**src/rtl/universal_shift_register.sv**
```systemverilog
`default_nettype none
// ============================================================================
//  Module      : universal_shift_register
//  Description : WIDTH-bit universal shift register with hold, shift, rotate
//                and parallel-load modes, left/right direction control,
//                parallel read-back and a word-boundary shift counter that
//                emits a one-cycle strobe after every WIDTH-th shift/rotate.
//
//  Ports       : clock       - rising-edge clock
//                reset       - synchronous, active-high reset
//                enable      - clock enable; 0 holds all state
//                mode        - 00 hold, 01 shift, 10 rotate, 11 parallel load
//                leftright   - 1 = toward MSB, 0 = toward LSB
//                in          - serial input (shift mode only)
//                load_data   - parallel load value (mode 11)
//                out         - serial output, q[WIDTH-1] (left) or q[0] (right)
//                q           - register contents
//                shift_count - shifts/rotates since last word boundary
//                word_done   - registered strobe after the WIDTH-th shift/rotate
//                parity      - registered XOR of q (only with SSR_PARITY_EN)
//
//  Options     : define SSR_PARITY_EN to add the registered parity output.
//
//  Revision    : 1.0 - initial release
// ============================================================================
module universal_shift_register #(
    parameter int              WIDTH       = 8,
    parameter logic [WIDTH-1:0] RESET_VALUE = '0
) (
    input  logic                     clock,
    input  logic                     reset,
    input  logic                     enable,
    input  logic [1:0]               mode,
    input  logic                     leftright,
    input  logic                     in,
    input  logic [WIDTH-1:0]         load_data,
    output logic                     out,
    output logic [WIDTH-1:0]         q,
    output logic [$clog2(WIDTH)-1:0] shift_count,
    output logic                     word_done
`ifdef SSR_PARITY_EN
    ,
    output logic                     parity
`endif
);

    localparam int CW = $clog2(WIDTH);

    localparam logic [1:0]    c_MODE_HOLD   = 2'b00;
    localparam logic [1:0]    c_MODE_SHIFT  = 2'b01;
    localparam logic [1:0]    c_MODE_ROTATE = 2'b10;
    localparam logic [1:0]    c_MODE_LOAD   = 2'b11;

    // Explicit terminal count so non-power-of-two widths still wrap at WIDTH.
    localparam logic [CW-1:0] c_LAST_COUNT  = CW'(WIDTH - 1);
    localparam logic [CW-1:0] c_ONE         = CW'(1);

    logic [WIDTH-1:0] r_q;
    logic [CW-1:0]    r_cnt;
    logic             r_word_done;

    logic [WIDTH-1:0] w_q_d;
    logic [CW-1:0]    w_cnt_d;
    logic             w_word_done_d;

    // Next-state logic. word_done defaults low so the strobe can never
    // stretch past one cycle, regardless of enable or mode.
    always_comb begin
        w_q_d         = r_q;
        w_cnt_d       = r_cnt;
        w_word_done_d = 1'b0;

        if (enable) begin
            case (mode)
                c_MODE_SHIFT: begin
                    w_q_d = leftright ? {r_q[WIDTH-2:0], in}
                                      : {in, r_q[WIDTH-1:1]};
                end
                c_MODE_ROTATE: begin
                    w_q_d = leftright ? {r_q[WIDTH-2:0], r_q[WIDTH-1]}
                                      : {r_q[0], r_q[WIDTH-1:1]};
                end
                c_MODE_LOAD: begin
                    w_q_d   = load_data;
                    w_cnt_d = '0;
                end
                default: begin
                    w_q_d = r_q;
                end
            endcase

            // Shifts and rotates both advance the word counter; direction
            // changes do not disturb it.
            if ((mode == c_MODE_SHIFT) || (mode == c_MODE_ROTATE)) begin
                if (r_cnt == c_LAST_COUNT) begin
                    w_cnt_d       = '0;
                    w_word_done_d = 1'b1;
                end else begin
                    w_cnt_d       = r_cnt + c_ONE;
                end
            end
        end
    end

    always_ff @(posedge clock) begin
        if (reset) begin
            r_q         <= RESET_VALUE;
            r_cnt       <= '0;
            r_word_done <= 1'b0;
        end else begin
            r_q         <= w_q_d;
            r_cnt       <= w_cnt_d;
            r_word_done <= w_word_done_d;
        end
    end

`ifdef SSR_PARITY_EN
    logic r_parity;

    // Parity of the next register value, so it tracks q on the same edge.
    always_ff @(posedge clock) begin
        if (reset) begin
            r_parity <= ^RESET_VALUE;
        end else if (enable) begin
            r_parity <= ^w_q_d;
        end
    end

    assign parity = r_parity;
`endif

    assign q           = r_q;
    assign shift_count = r_cnt;
    assign word_done   = r_word_done;
    assign out         = leftright ? r_q[WIDTH-1] : r_q[0];

    // Keep the unused-mode constant referenced for readability of the case.
    logic w_unused_hold;
    assign w_unused_hold = (c_MODE_HOLD == 2'b00);

endmodule
`default_nettype wire

```
**config.mk**
```make
export PLATFORM = sky130hd
export DESIGN_NAME = universal_shift_register
export DESIGN_NICKNAME = d
export VERILOG_FILES = /design/src/rtl/universal_shift_register.sv
export SDC_FILE = /design/constraint.sdc
export NUM_CORES = 1
export LEC_CHECK = 0
export ABC_AREA = 1
export CAP_MARGIN = 40
export CORE_AREA = 2 2 39 41
export DETAILED_ROUTE_END_ITERATION = 10
export DIE_AREA = 0 0 41 43
export DONT_BUFFER_PORTS = 1
export PLACE_DENSITY = 0.79
export SYNTH_ARGS = -nofsm -noshare
export SYNTH_HDL_FRONTEND = slang
export SYNTH_SLANG_ARGS = --single-unit
```
**constraint.sdc**
```tcl
create_clock -name clock -period 2.1 [get_ports clock]
set_input_delay 0.42 -clock clock [delete_from_list [all_inputs] [get_ports clock]]
set_output_delay 0.42 -clock clock [all_outputs]
set_load 0.005 [all_outputs]
```
==> flow_metrics.env <==
export IMPL_status="completed"
export IMPL_swShare_pct=30.0
export IMPL_p_seq_share_pct=53.4
export IMPL_die_x_um=41
export IMPL_fin_skew_ns=0.00962
export IMPL_pwr_share_clk_pct=30.2
export IMPL_num_rows=14
export IMPL_end_kind="primary output"
export IMPL_postCtsHoldBufs=0
export IMPL_fin_crit_ns=1.23
export IMPL_ant_nets=0
export IMPL_slowest_delay_ns=0.37
export IMPL_worstPathRequired_ns=1.68
export IMPL_setup_violations=0
export IMPL_timing_worst_setup_path_type="flip-flop to primary output"
export IMPL_critical_path_top_delay_family="flip-flops"
export IMPL_grt_pass1_vias=640
export IMPL_root_buffer="clkbuf_4"
export IMPL_hpwlAfterDp_um=1250
export IMPL_worstPathArrival_ns=0.81
export IMPL_p_leak_nw=0.388
export IMPL_min_path_type="input pin to flip-flop"
export IMPL_diodes=0
export IMPL_path_buf_inv=0
export IMPL_clock_sinks=12
export IMPL_synth_cell_types=16
export IMPL_syn_instance_count=112
export IMPL_io_pins=28
export IMPL_start_kind="flip-flop"
export IMPL_final_cells=128
export IMPL_wl_per_cell_um=12.9
export IMPL_drc=0
export IMPL_min_period_over_period_pct=58.8
export IMPL_first_pass_iters=4
export IMPL_vias=715
export IMPL_power_density_mw_per_mm2=637
export IMPL_htreeDepth=1
export IMPL_cts_reportedPaths_clkPinSlew_ns=0.08
export IMPL_rsz0062_at_grt="false"
export IMPL_crit_chain="nand2_1 > nand2_1"
export IMPL_synth_avg_cell_area_sq_um=6.67
export IMPL_grtUsageTotal_pct=22.7
export IMPL_layout_nets=134
export IMPL_grt_ovfl_total=0
export IMPL_critPathSlowestCell="dfxtp_1"
export IMPL_clk_latency_ns=0.28
export IMPL_dpl_cell_count=125
export IMPL_antenna_found_initial=0
export IMPL_yosysWarnings=0
export IMPL_synthToLayoutAreaGrowth_pct=1.68
export IMPL_grt_max_degree=15
export IMPL_maxCapViolations=0
export IMPL_finalHoldViolations=0
export IMPL_internal_power_uw=338
export IMPL_io_buffers=0
export IMPL_post_cts_setup_buffers=0
export IMPL_relSlewSlack_pct=71.7
export IMPL_worstMarginPinSlew_ns=0.424
export IMPL_seq_area_frac_synth_pct=32.2
export IMPL_max_freq_mhz=810
export IMPL_crit_top_cell="nand2_1"
export IMPL_finalWeightedCongestion=0.830
export IMPL_core_sq_mm=0.00138
export IMPL_routed_wl_um=1660
export IMPL_syn_area_sq_um=747
export IMPL_dr_first_iter_drc_count=15
export IMPL_die_y_um=43
export IMPL_ys_ff_latch=12
export IMPL_netSwitchingPower_uw=145
export IMPL_vias_per_cell=5.59
export IMPL_initial_core_util_pct=54.0
export IMPL_cts_tree="built"
export IMPL_grt_pass1_wl_um=2680
export IMPL_cts_resized=0
export IMPL_maxSlewViolCount=0
export IMPL_die_area_sq_mm=0.00176
export IMPL_combPwrFrac_pct=16.4
export IMPL_vdd_drop_max_v=0.000454
export IMPL_numCtsBuffers=3
export IMPL_cts_buffer_depth=2
export IMPL_syn_nets=132
export IMPL_drive_above_1_share_pct=8.04
export IMPL_cp_max_fo=3
export IMPL_finalSetupTns_ns=0
==> cell usage in the layout (no fill, tap or decap), types with 2 or more instances in the layout <==
master    count
a21oi_1      17
ha_1          5
nand2_1      37
clkbuf_4      3
dfxtp_1      12
nand2_2       3
inv_1        13
o211ai_1      2
nor2_1        4
nand3_1       5
o21ai_0       7
==> Yosys cell counts (all sizes together) <==
library cell / instances / share of area (%)
a21oi: 17 / 11
buf: 3 / 4.0
dfxtp: 12 / 32
ha: 5 / 8.4
inv: 15 / 8.5
nand2: 41 / 23
nand3: 5 / 3.3
nand4: 1 / 0.84
nor2: 4 / 2.0
o211ai: 2 / 2.0
o21ai: 7 / 4.7
==> cell type report <==
type	count	area, sq um
multi-input cells	82	413
fillers	135	624
flip-flops and latches	12	240
well taps	16	20.0
inverters	15	63.8
clock buffers	3	22.5
==> kinds of logic after synthesis <==
| logic type | synth area share, % |
|---|---|
| adders and majority gates | 8.38 |
| buffers and inverters | 12.6 |
| AOI/OAI and AO/OA | 18.1 |
| and+or+nand+nor | 28.8 |
| DFF | 32.2 |
==> power by group through the flow <==
stage / clock network, mW / logic (mW) / registers, mW
global placement: 0 / 0.0769 / 0.263
floorplan: 0 / 0.0748 / 0.260
finish: 0.146 / 0.0792 / 0.258
CTS: 0.144 / 0.0792 / 0.258
detailed placement: 0 / 0.0788 / 0.264
global route: 0.153 / 0.0922 / 0.261
==> state kept, by name, summed over array words and instances (netlist names) <==
name and cells:
shift_count 3, q 8, word_done 1
==> layer usage <==
| metal | GRT usage (%) | part of all wire [%] |
|---|---|---|
| met5 | 0 | 0 |
| met3 | 6.81 | 8.3 |
| met2 | 32.8 | 46 |
| met1 | 28.1 | 43 |
| met4 | 14.0 | 2.4 |
==> final timing paths <==
path                                      from  slack [ns]        endpoint  depth (start not counted)
worst min register to register  shift_count[2]        0.51  shift_count[2]                          2
worst min-delay path                     reset        0.21  shift_count[2]                          1
worst max-delay path                      q[7]        0.87             out                          2
worst max register to register  shift_count[0]        1.00  shift_count[1]                          5
==> through the flow <==
stage	worst slack (ns)	hold slack [ns]	total power [mW]	cell area [sq um]	utilization, %
after floorplan	0.915	0.470	0.334	747	-
after global placement	0.782	0.493	0.340	737	53.3
after detailed placement	0.748	0.496	0.343	737	53.3
after CTS	0.865	0.210	0.482	759	54.9
after global routing	0.787	0.211	0.507	759	54.9
final	0.866	0.210	0.483	759	54.9
No activity file was read; power rests on OpenSTA's default activity.
